`src/rtl/ps2_time_entry_ctrl_if.sv`:
```
// Scan-code FIFO handshake between ps2_keyboard (slave) and the time-entry controller (master).
interface ps2_time_entry_ctrl_if;
  logic [7:0] kb_data;
  logic       kb_ready;
  logic       nextdata_n;

  modport master (input kb_data, input kb_ready, output nextdata_n);
  modport slave  (output kb_data, output kb_ready, input nextdata_n);
endinterface

```
`src/rtl/ps2_time_entry_ctrl.sv`:
```
// Pops PS/2 scan codes, filters break/extended prefixes and runs the
// time/alarm HHMMSS entry state machine that issues load or error pulses.
module ps2_time_entry_ctrl #(
  parameter int unsigned TIMEOUT_CYCLES = 500000000,
  parameter int unsigned TO_W           = 29
) (
  input  logic                          CLK_50,
  input  logic                          clrn,
  ps2_time_entry_ctrl_if.master         kb,
  output logic                          set_en,
  output logic                          alarm_en,
  output logic [23:0]                   entry_bcd,
  output logic [2:0]                    digit_cnt,
  output logic                          load_time,
  output logic                          load_alarm,
  output logic                          entry_err
);

  localparam int unsigned CODE_W = 8;
  localparam int unsigned BCD_W  = 24;
  localparam int unsigned CNT_W  = 3;
  localparam int unsigned DIG_W  = 4;

  localparam logic [CODE_W-1:0] CODE_EXT   = 8'hE0;
  localparam logic [CODE_W-1:0] CODE_BREAK = 8'hF0;
  localparam logic [CODE_W-1:0] CODE_T     = 8'h2C;
  localparam logic [CODE_W-1:0] CODE_A     = 8'h1C;
  localparam logic [CODE_W-1:0] CODE_ENTER = 8'h5A;
  localparam logic [CODE_W-1:0] CODE_ESC   = 8'h76;
  localparam logic [CODE_W-1:0] CODE_BKSP  = 8'h66;

  localparam logic [CNT_W-1:0] FULL_CNT = CNT_W'(6);
  localparam logic [TO_W-1:0]  TO_LAST  = TO_W'(TIMEOUT_CYCLES - 1);

  typedef enum logic [1:0] {
    S_IDLE  = 2'd0,
    S_TIME  = 2'd1,
    S_ALARM = 2'd2,
    S_CHECK = 2'd3
  } state_t;

  state_t              state_q, state_nx;
  logic                pop_q, pop_nx;
  logic [CODE_W-1:0]   code_q, code_nx;
  logic                break_q, break_nx;
  logic [TO_W-1:0]     to_cnt_q, to_cnt_nx;
  logic                nextdata_nx;
  logic                set_en_nx, alarm_en_nx;
  logic [BCD_W-1:0]    bcd_nx;
  logic [CNT_W-1:0]    cnt_nx;
  logic                load_time_nx, load_alarm_nx, entry_err_nx;

  logic                make_c;
  logic                is_digit_c;
  logic [DIG_W-1:0]    digit_c;
  logic                entry_ok_c;

  // Fetch: pop_q marks the cycle in which nextdata_n is low and code_q is decoded.
  always_comb begin
    pop_nx      = !pop_q && kb.kb_ready;
    nextdata_nx = !pop_nx;
    code_nx     = pop_nx ? kb.kb_data : code_q;
    break_nx    = break_q;
    make_c      = 1'b0;
    if (pop_q) begin
      if (code_q == CODE_BREAK) begin
        break_nx = 1'b1;
      end else if (code_q != CODE_EXT) begin
        if (break_q) break_nx = 1'b0;
        else         make_c   = 1'b1;
      end
    end
  end

  // Set-2 digit decode.
  always_comb begin
    is_digit_c = 1'b1;
    digit_c    = '0;
    case (code_q)
      8'h45:   digit_c = DIG_W'(0);
      8'h16:   digit_c = DIG_W'(1);
      8'h1E:   digit_c = DIG_W'(2);
      8'h26:   digit_c = DIG_W'(3);
      8'h25:   digit_c = DIG_W'(4);
      8'h2E:   digit_c = DIG_W'(5);
      8'h36:   digit_c = DIG_W'(6);
      8'h3D:   digit_c = DIG_W'(7);
      8'h3E:   digit_c = DIG_W'(8);
      8'h46:   digit_c = DIG_W'(9);
      default: is_digit_c = 1'b0;
    endcase
  end

  // Range check of a complete HHMMSS entry.
  always_comb begin
    entry_ok_c = (digit_cnt == FULL_CNT)
              && ((entry_bcd[23:20] < 4'd2) ||
                  ((entry_bcd[23:20] == 4'd2) && (entry_bcd[19:16] <= 4'd3)))
              && (entry_bcd[15:12] <= 4'd5)
              && (entry_bcd[7:4]   <= 4'd5);
  end

  // Main entry FSM: next state and next registered outputs.
  always_comb begin
    state_nx      = state_q;
    set_en_nx     = set_en;
    alarm_en_nx   = alarm_en;
    bcd_nx        = entry_bcd;
    cnt_nx        = digit_cnt;
    to_cnt_nx     = '0;
    load_time_nx  = 1'b0;
    load_alarm_nx = 1'b0;
    entry_err_nx  = 1'b0;
    case (state_q)
      S_IDLE: begin
        set_en_nx   = 1'b0;
        alarm_en_nx = 1'b0;
        if (make_c && (code_q == CODE_T)) begin
          state_nx  = S_TIME;
          set_en_nx = 1'b1;
          bcd_nx    = '0;
          cnt_nx    = '0;
        end else if (make_c && (code_q == CODE_A)) begin
          state_nx    = S_ALARM;
          alarm_en_nx = 1'b1;
          bcd_nx      = '0;
          cnt_nx      = '0;
        end
      end
      S_TIME, S_ALARM: begin
        if (make_c) begin
          if (is_digit_c) begin
            if (digit_cnt < FULL_CNT) begin
              bcd_nx = {entry_bcd[BCD_W-DIG_W-1:0], digit_c};
              cnt_nx = digit_cnt + CNT_W'(1);
            end
          end else if (code_q == CODE_BKSP) begin
            if (digit_cnt != '0) begin
              bcd_nx = {DIG_W'(0), entry_bcd[BCD_W-1:DIG_W]};
              cnt_nx = digit_cnt - CNT_W'(1);
            end
          end else if (code_q == CODE_ENTER) begin
            state_nx = S_CHECK;
          end else if (code_q == CODE_ESC) begin
            state_nx    = S_IDLE;
            set_en_nx   = 1'b0;
            alarm_en_nx = 1'b0;
          end
        end else if (to_cnt_q == TO_LAST) begin
          state_nx     = S_IDLE;
          entry_err_nx = 1'b1;
          set_en_nx    = 1'b0;
          alarm_en_nx  = 1'b0;
        end else begin
          to_cnt_nx = to_cnt_q + TO_W'(1);
        end
      end
      S_CHECK: begin
        // Enables stay up through the pulse cycle; IDLE drops them afterwards.
        state_nx = S_IDLE;
        if (entry_ok_c) begin
          load_time_nx  = set_en;
          load_alarm_nx = alarm_en;
        end else begin
          entry_err_nx = 1'b1;
        end
      end
      default: state_nx = S_IDLE;
    endcase
  end

  always_ff @(posedge CLK_50 or negedge clrn) begin
    if (!clrn) begin
      state_q       <= S_IDLE;
      pop_q         <= 1'b0;
      code_q        <= '0;
      break_q       <= 1'b0;
      to_cnt_q      <= '0;
      kb.nextdata_n <= 1'b1;
      set_en        <= 1'b0;
      alarm_en      <= 1'b0;
      entry_bcd     <= '0;
      digit_cnt     <= '0;
      load_time     <= 1'b0;
      load_alarm    <= 1'b0;
      entry_err     <= 1'b0;
    end else begin
      state_q       <= state_nx;
      pop_q         <= pop_nx;
      code_q        <= code_nx;
      break_q       <= break_nx;
      to_cnt_q      <= to_cnt_nx;
      kb.nextdata_n <= nextdata_nx;
      set_en        <= set_en_nx;
      alarm_en      <= alarm_en_nx;
      entry_bcd     <= bcd_nx;
      digit_cnt     <= cnt_nx;
      load_time     <= load_time_nx;
      load_alarm    <= load_alarm_nx;
      entry_err     <= entry_err_nx;
    end
  end

endmodule

```
`src/flat_wrapper.sv`:
```
// flat-port wrapper written by rule: the top's interface ports become plain ports
module ps2_time_entry_ctrl_flat 
#(
  parameter int unsigned TIMEOUT_CYCLES = 500000000,
  parameter int unsigned TO_W           = 29
)
  (CLK_50, clrn, set_en, alarm_en, entry_bcd, digit_cnt, load_time, load_alarm, entry_err, kb_kb_data, kb_kb_ready, kb_nextdata_n);
  ps2_time_entry_ctrl_if kb_i ();
  input  logic CLK_50;
  input  logic clrn;
  output logic set_en;
  output logic alarm_en;
  output logic [23:0] entry_bcd;
  output logic [2:0] digit_cnt;
  output logic load_time;
  output logic load_alarm;
  output logic entry_err;
  input wire logic [$bits(kb_i.kb_data)-1:0] kb_kb_data;
  input wire logic [$bits(kb_i.kb_ready)-1:0] kb_kb_ready;
  output wire logic [$bits(kb_i.nextdata_n)-1:0] kb_nextdata_n;
  assign kb_i.kb_data = kb_kb_data;
  assign kb_i.kb_ready = kb_kb_ready;
  assign kb_nextdata_n = kb_i.nextdata_n;
  ps2_time_entry_ctrl #(.TIMEOUT_CYCLES(TIMEOUT_CYCLES), .TO_W(TO_W)) u_core (.CLK_50(CLK_50), .clrn(clrn), .kb(kb_i), .set_en(set_en), .alarm_en(alarm_en), .entry_bcd(entry_bcd), .digit_cnt(digit_cnt), .load_time(load_time), .load_alarm(load_alarm), .entry_err(entry_err));
endmodule
```
`config.mk`:
```
export PLATFORM = sky130hd
export DESIGN_NAME = ps2_time_entry_ctrl_flat
export DESIGN_NICKNAME = d
export VERILOG_FILES = /design/src/rtl/ps2_time_entry_ctrl_if.sv /design/src/rtl/ps2_time_entry_ctrl.sv /design/src/flat_wrapper.sv
export SDC_FILE = /design/constraint.sdc
export NUM_CORES = 1
export LEC_CHECK = 0
export BUFFER_PORTS_ARGS = -buffer_cell sky130_fd_sc_hd__buf_2
export CORE_ASPECT_RATIO = 0.6
export CORE_MARGIN = 8
export CORE_UTILIZATION = 53
export CTS_BUF_LIST = sky130_fd_sc_hd__clkbuf_2 sky130_fd_sc_hd__clkbuf_4 sky130_fd_sc_hd__clkbuf_8
export DETAILED_ROUTE_END_ITERATION = 7
export PLACE_DENSITY_LB_ADDON = 0.3
export SLEW_MARGIN = 20
export SYNTH_ARGS = -nofsm -noshare
export SYNTH_HDL_FRONTEND = slang
export SYNTH_SLANG_ARGS = --single-unit
export TNS_END_PERCENT = 1
```
`constraint.sdc`:
```
create_clock -name CLK_50 -period 3.7 [get_ports CLK_50]
set_input_delay 0.555 -clock CLK_50 [delete_from_list [all_inputs] [get_ports CLK_50]]
set_output_delay 0.555 -clock CLK_50 [all_outputs]
set_load 0.01 [all_outputs]
```
==> results of run 1 <==
[state kept, by name, indices dropped and copies added, names as in the netlist]
name	cells
u_core.break_q	1
u_core.entry_bcd	24
u_core.state_q	2
u_core.set_en	1
u_core.digit_cnt	3
u_core.code_q	8
u_core.load_time	1
u_core.kb.nextdata_n	1
u_core.pop_q	1
u_core.to_cnt_q	29
u_core.load_alarm	1
u_core.entry_err	1
u_core.alarm_en	1
[synth_stat cells, drive strengths merged (10+ instances only)]
| library cell | number | share of area [%] |
|---|---|---|
| dfrtp | 73 | 44 |
| nor2 | 51 | 5.0 |
| nand2 | 43 | 3.9 |
| mux2i | 27 | 6.5 |
| mux2 | 26 | 8.0 |
| inv | 19 | 1.7 |
| xor2 | 19 | 4.0 |
| nand3 | 14 | 1.7 |
| clkbuf | 11 | 0.99 |
| nand4 | 11 | 1.6 |
| a21oi | 10 | 1.5 |
| buf | 10 | 2.2 |
| o21ai | 10 | 1.3 |
[power by group through the flow]
stage,sequential (uW),clock [uW],combinational [uW]
after floorplan,927,0,506
after global placement,951,0,607
after detailed placement,956,0,621
after CTS,940,612,626
after global routing,954,641,693
final,944,593,629
[worst min path at each step]
stage | startpoint | to | slack, ps | depth (start not counted)
4_1_cts | clrn | u_core.to_cnt_q[8]$_DFF_PN0_ | 380 | 1
3_5_place_dp | u_core.to_cnt_q[0]$_DFF_PN0_ | u_core.to_cnt_q[0]$_DFF_PN0_ | 500 | 1
6_report | clrn | u_core.code_q[2]$_DFFE_PN0P_ | 350 | 1
2_1_floorplan | clrn | u_core.alarm_en$_DFFE_PN0P_ | 260 | 0
3_3_place_gp | u_core.to_cnt_q[0]$_DFF_PN0_ | u_core.to_cnt_q[0]$_DFF_PN0_ | 490 | 1
5_1_grt | clrn | u_core.code_q[5]$_DFFE_PN0P_ | 410 | 1
[layout make-up]
class | instances | area (um2)
Clock buffer | 12 | 159
Sequential cell | 74 | 1850
Inverter | 19 | 71.3
Tap cell | 108 | 135
Fill cell | 684 | 3130
Timing Repair Buffer | 49 | 275
Multi-Input combinational cell | 299 | 2110
Clock inverter | 4 | 26.3
[metal layers]
| metal | GRT usage, % | vias up | routed length [um] |
|---|---|---|---|
| met5 | 0 | - | 0 |
| met4 | 5.39 | 0 | 83 |
| met3 | 5.88 | 9 | 684 |
| met2 | 25.3 | 95 | 3990 |
| met1 | 26.8 | 1526 | 4670 |
| li1 | - | 1520 | - |
[per-stage QoR]
stage                     std cells  hold slack [ps]
after floorplan                 413              259
after global placement          549              493
after detailed placement        549              503
after CTS                       565              377
after global routing            565              413
final                           565              346
[cell families after synthesis]
family	count (synthesis)	synth area share, %
compound gates	45	7.95
mux	53	14.5
fa+ha+maj	4	1.38
xor+xnor	26	5.46
buf+inv	40	4.95
simple gates	171	21.4
flops	74	44.4
==> results.sh, run 1 <==
export IMPL_outcome="completed"
export IMPL_postCtsHoldBufs=0
export IMPL_utilization_pct=59.7
export IMPL_switching_share_pct=35.6
export IMPL_die_h_um=84.7
export IMPL_dp_slack_ps=705
export IMPL_pwr_share_comb_pct=29.1
export IMPL_port_buffer_count=43
export IMPL_grt_antenna_before_repair=0
export IMPL_fin_crit_sh_pct=82.1
export IMPL_crit_chain="or4b_1 > a211oi_2 > or3_4 > nor2_8 > fa_1 > o31ai_1 > o31ai_1 > a31oi_1 > o41ai_1"
export IMPL_cts_repair_resized=0
export IMPL_cp_num_cells=9
export IMPL_synthArstFlopShare_pct=100
export IMPL_p_int_uw=1390
export IMPL_cp_max_fo=17
export IMPL_place_hpwl_um=6600
export IMPL_synth_edff_count=0
export IMPL_grt_usage_pct=18.5
export IMPL_clock_path_buffers=2
export IMPL_root_buffer="clkbuf_8"
export IMPL_layout_common_cells="dfrtp_1 (73), nor2_1 (50), nand2_1 (43), buf_2 (42), mux2i_1 (27)"
export IMPL_first_global_vias=3237
export IMPL_cp_required_ps=3950
export IMPL_power_density_nw_per_um2=468
export IMPL_drc=0
export IMPL_max_slew_margin_pct=37.4
export IMPL_post_route_cell_area_um2=4630
export IMPL_p_switching_uw=771
export IMPL_cts_tree="built"
export IMPL_n_antenna_cell=0
export IMPL_die_x_um=131
export IMPL_finalCriticalPeriod_ps=3040
export IMPL_ant_nets=0
export IMPL_worstReg2RegEnd="u_core.digit_cnt[2]$_DFFE_PN0P_"
export IMPL_fin_skew_ps=11.9
export IMPL_viasPerCell=5.58
export IMPL_drv_slew=0
export IMPL_cts_buffers=9
export IMPL_gp_congestion=0.830
export IMPL_ir_drop_uv=256
export IMPL_seqPwrFrac_pct=43.6
export IMPL_avgSynthCellArea_um2=10.1
export IMPL_hold_violations=0
export IMPL_insertion_delay_ps=360
export IMPL_cp_arrival_ps=3290
export IMPL_drive_above_1_share_pct=21.9
export IMPL_crit_type="reg -> reg"
export IMPL_ys_ff_latch=74
export IMPL_die_area_um2=11100
export IMPL_wl_per_cell_um=16.7
export IMPL_cpMaxStageDelayCell="or4b_1"
export IMPL_finalPower_uw=2170
export IMPL_worst_pin_slew_ps=939
export IMPL_critPathMostFrequentCell="o31ai_1"
export IMPL_end_kind="flip-flop"
export IMPL_crit_start="u_core.code_q[4]$_DFFE_PN0P_"
export IMPL_max_freq_ghz=0.329
export IMPL_grt_pass1_wl_um=16200
export IMPL_finalNetCount=467
export IMPL_postCtsSetupBuffers=0
export IMPL_drt_pass1_iter_count=5
export IMPL_cts_max_level=3
export IMPL_ys_flop_type="dfrtp_1"
export IMPL_ys_warn_count=0
export IMPL_rows=25
export IMPL_grt_ovfl_total=0
export IMPL_p_leak_uw=0.00210
export IMPL_cp_top_family="simple AND/OR/NAND/NOR gates"
export IMPL_setup_viol=0
export IMPL_reg2reg_from="u_core.code_q[4]$_DFFE_PN0P_"
export IMPL_r2r_cells=9
export IMPL_syn_to_final_growth_pct=11.0
export IMPL_syn_cell_area_um2=4170
export IMPL_ys_seq_area_share_pct=44.4
export IMPL_hp_class="in -> async"
export IMPL_vias=3150
export IMPL_final_common_cell="dfrtp_1"
export IMPL_io_pins=44
export IMPL_fin_ws_ps=661
export IMPL_path_buf_inv=0
export IMPL_clockPowerShare_pct=27.4
export IMPL_ys_types=61
export IMPL_tns_ps=0
export IMPL_dpl_instance_area_um2=4450
export IMPL_synthCells=413
export IMPL_startpoint_type="flip-flop"
export IMPL_syn_nets=428
export IMPL_endpoint="u_core.digit_cnt[2]$_DFFE_PN0P_"
export IMPL_drv_cap=0
export IMPL_slowest_delay_ps=640
export IMPL_dr_first_iter_drc_count=280
export IMPL_grt_max_degree=75
export IMPL_clock_sinks=74
export IMPL_start_util_pct=53.8
export IMPL_rsz0062_at_grt="no"
export IMPL_clk_pin_slew_worst_paths_ps=80
export IMPL_rrSetupSlack_ps=660
export IMPL_routed_wl_um=9420
export IMPL_design_core_area_um2=7760
No activity file was read; power rests on OpenSTA's default activity.
==> run 2, diff against run 1 <==
--- a/config.mk
+++ b/config.mk
@@ -5,6 +5,7 @@
 export SDC_FILE = /design/constraint.sdc
 export NUM_CORES = 1
 export LEC_CHECK = 0
+export ABC_AREA = 1
 export BUFFER_PORTS_ARGS = -buffer_cell sky130_fd_sc_hd__buf_2
 export CORE_ASPECT_RATIO = 0.6
 export CORE_MARGIN = 8
==> constraint.sdc (replaced) <==
create_clock -name CLK_50 -period 2.5 [get_ports CLK_50]
set_input_delay 0.375 -clock CLK_50 [delete_from_list [all_inputs] [get_ports CLK_50]]
set_output_delay 0.375 -clock CLK_50 [all_outputs]
set_load 0.01 [all_outputs]
==> results.sh, run 2 <==
export IMPL_synthCells=569
export IMPL_place_hpwl_um=7460
export IMPL_netlist_top_cells_count="nand2_1 (198), dfrtp_1 (73), nor2_1 (68)"
export IMPL_ir_drop_uv=356
export IMPL_finalNetCount=631
export IMPL_ant_nets=0
export IMPL_drive_above_1_share_pct=16.3
export IMPL_ys_flop_type="dfrtp_1"
export IMPL_switching_share_pct=33.6
export IMPL_seq_area_um2=1850
export IMPL_fillers=704
export IMPL_largest_register_ffs=29
export IMPL_p_switching_uw=1150
export IMPL_r2r_cells=13
export IMPL_postCtsSetupBuffers=0
export IMPL_hold_violations=0
export IMPL_cts_buffers=9
export IMPL_wl_per_cell_um=14.0
export IMPL_fin_crit_sh_pct=90.5
export IMPL_synth_top_area_share_pct=43.6
export IMPL_ys_ff_latch=74
export IMPL_synth_area_leaders="dfrtp_1 (44%), nand2_1 (18%), nor2_1 (6.1%)"
export IMPL_utilization_pct=61.6
export IMPL_design_core_area_um2=7760
export IMPL_path_buf_inv=2
export IMPL_syn_to_final_growth_pct=14.1
export IMPL_cp_max_fo=27
export IMPL_die_h_um=84.8
export IMPL_syn_cell_area_um2=4190
export IMPL_slowest_delay_ps=400
export IMPL_synth_edff_count=0
export IMPL_clock_sinks=74
export IMPL_tns_ps=0
export IMPL_grt_pass1_wl_um=17100
export IMPL_grt_ovfl_total=0
export IMPL_top_register="u_core.to_cnt_q"
export IMPL_startpoint_type="flip-flop"
export IMPL_drv_slew=0
export IMPL_ys_seq_area_share_pct=44.3
export IMPL_drv_cap=0
export IMPL_hp_class="in -> async"
export IMPL_grt_max_degree=44
export IMPL_layout_common_cells="nand2_1 (198), dfrtp_1 (73), nor2_1 (68), inv_1 (49), buf_2 (42)"
export IMPL_crit_chain="inv_1 > nand2_2 > nor2_1 > nand2_1 > nand2_1 > nor2_4 > nand3_2 > inv_2 > nand2_1 > nand3_4 > nor2_8 > nand2_1 > nand2_1"
export IMPL_syn_nets=584
export IMPL_crit_type="reg -> reg"
export IMPL_ys_warn_count=0
export IMPL_io_pins=44
export IMPL_die_area_um2=11100
export IMPL_drc=0
export IMPL_clk_pin_slew_worst_paths_ps=80
export IMPL_cts_tree="built"
export IMPL_clockPowerShare_pct=35.9
export IMPL_cpMaxStageDelayCell="dfrtp_1"
export IMPL_avgSynthCellArea_um2=7.36
export IMPL_max_slew_margin_pct=61.8
export IMPL_cts_max_level=3
export IMPL_cp_top_family="simple AND/OR/NAND/NOR gates"
export IMPL_grt_antenna_before_repair=0
export IMPL_max_freq_ghz=0.442
export IMPL_end_kind="flip-flop"
export IMPL_outcome="completed"
export IMPL_root_buffer="clkbuf_8"
export IMPL_rsz0062_at_grt="no"
export IMPL_finalCriticalPeriod_ps=2260
export IMPL_start_util_pct=54.0
export IMPL_p_int_uw=2260
export IMPL_setup_viol=0
export IMPL_reg2reg_from="u_core.code_q[4]$_DFFE_PN0P_"
export IMPL_first_global_vias=3618
export IMPL_n_antenna_cell=0
export IMPL_worst_pin_slew_ps=573
export IMPL_drt_pass1_iter_count=6
export IMPL_routed_wl_um=10200
export IMPL_dr_first_iter_drc_count=397
export IMPL_port_buffer_count=43
export IMPL_final_common_cell="nand2_1"
export IMPL_top_regs="u_core.to_cnt_q (29), u_core.entry_bcd (24), u_core.code_q (8)"
export IMPL_pwr_share_comb_pct=25.1
export IMPL_insertion_delay_ps=360
export IMPL_fin_skew_ps=10.2
export IMPL_die_x_um=131
export IMPL_critPathMostFrequentCell="nand2_1"
export IMPL_p_leak_uw=0.00227
export IMPL_rows=25
export IMPL_viasPerCell=5.25
export IMPL_seqPwrFrac_pct=39.0
export IMPL_gp_congestion=0.879
export IMPL_synthArstFlopShare_pct=100
export IMPL_synth_top_cell_by_area="dfrtp_1"
export IMPL_synth_most_common_cell="nand2_1"
export IMPL_worstReg2RegEnd="u_core.entry_bcd[2]$_DFFE_PN0P_"
export IMPL_rrSetupSlack_ps=240
export IMPL_vias=3824
export IMPL_clock_path_buffers=2
export IMPL_cp_arrival_ps=2560
export IMPL_multiInputGateArea_um2=2010
export IMPL_cp_required_ps=2790
export IMPL_power_density_nw_per_um2=715
export IMPL_ys_types=41
export IMPL_grt_usage_pct=19.3
[run 2: cell types whose count changed in the layout (fill, tap and decap cells not counted), moves of 9 or more]
cell / before / now
nand2_1: 43 / 198
inv_1: 19 / 49
mux2i_1: 27 / 0
a21oi_1: 9 / 30
nor3_1: 6 / 26
nor2_1: 50 / 68
xor2_1: 19 / 3
mux2_2: 14 / 0
mux2_4: 11 / 0
inv_2: 0 / 9
[run 2: timing repair]
item	CTS	global route
gates resized for setup	0	1
hold buffers	0	0
endpoints found under the setup margin	0	6
[run 2: kinds of logic (layout without fill, tap and decap cells)]
family          count (synthesis)  in the layout  synth area share (%)
xor+xnor                        6              6                  1.26
flops                          74             74                  44.3
buf+inv                        75            127                  7.89
compound gates                 52             52                  6.67
fa+ha+maj                       4              4                  1.38
simple gates                  358            358                  38.5
[run 2: area by class of cell]
class	instances	share of cell area, %
flip-flops and latches	74	38.8
clock buffers	9	2.59
inverters	60	4.72
multi-input cells	420	42.0
repair buffers	51	6.08
clock inverters	7	2.96
well taps	108	2.83
[run 2: routing by layer]
layer  up-vias  GRT usage [%]  share of wire (%)
met2       160           27.2                 42
met1      1750           27.8                 49
met4         0           5.08               0.99
met3        15           5.94                8.3
li1       1899              -                  -
met5         -              0                  0
[run 2: through the flow]
step | instances | hold WS, ps | total power (uW) | setup WS, ps | cell area [um2]
finish | 729 | 11.7 | 3410 | 238 | 4780
global route | 729 | 47.0 | 3580 | 12.6 | 4780
CTS | 729 | 24.7 | 3420 | 176 | 4770
detailed placement | 713 | 413 | 2200 | 209 | 4510
global placement | 713 | 410 | 2180 | 368 | 4510
floorplan | 569 | 79.4 | 2020 | 521 | 4190
[run 2: worst register-to-register path, stage by stage, from the launching register on]
cell and delay (ps):
dfrtp_1 400, inv_1 120, nand2_2 90, nor2_1 200, nand2_1 120, nand2_1 120
nor2_4 50, nand3_2 210, inv_2 100, nand2_1 150, nand3_4 120, nor2_8 330
nand2_1 110, nand2_1 80
[run 2: how the worst max path moves through the flow]
stage | end | start | cells past startpoint | slack, ps
5_1_grt | u_core.entry_bcd[3]$_DFFE_PN0P_ | u_core.code_q[4]$_DFFE_PN0P_ | 13 | 10
3_5_place_dp | u_core.state_q[0]$_DFFE_PN0P_ | u_core.to_cnt_q[0]$_DFF_PN0_ | 11 | 210
2_1_floorplan | u_core.digit_cnt[2]$_DFFE_PN0P_ | u_core.code_q[4]$_DFFE_PN0P_ | 16 | 520
6_report | u_core.entry_bcd[2]$_DFFE_PN0P_ | u_core.code_q[4]$_DFFE_PN0P_ | 13 | 240
4_1_cts | u_core.state_q[0]$_DFFE_PN0P_ | u_core.to_cnt_q[0]$_DFF_PN0_ | 11 | 180
3_3_place_gp | u_core.entry_bcd[2]$_DFFE_PN0P_ | u_core.code_q[4]$_DFFE_PN0P_ | 13 | 370
[run 2: power by group through the flow]
stage | sequential [uW] | clock, uW | combinational (uW)
3_3_place_gp | 1350 | 0 | 830
5_1_grt | 1340 | 1290 | 957
2_1_floorplan | 1340 | 0 | 677
3_5_place_dp | 1350 | 0 | 844
4_1_cts | 1330 | 1240 | 851
6_report | 1330 | 1230 | 857
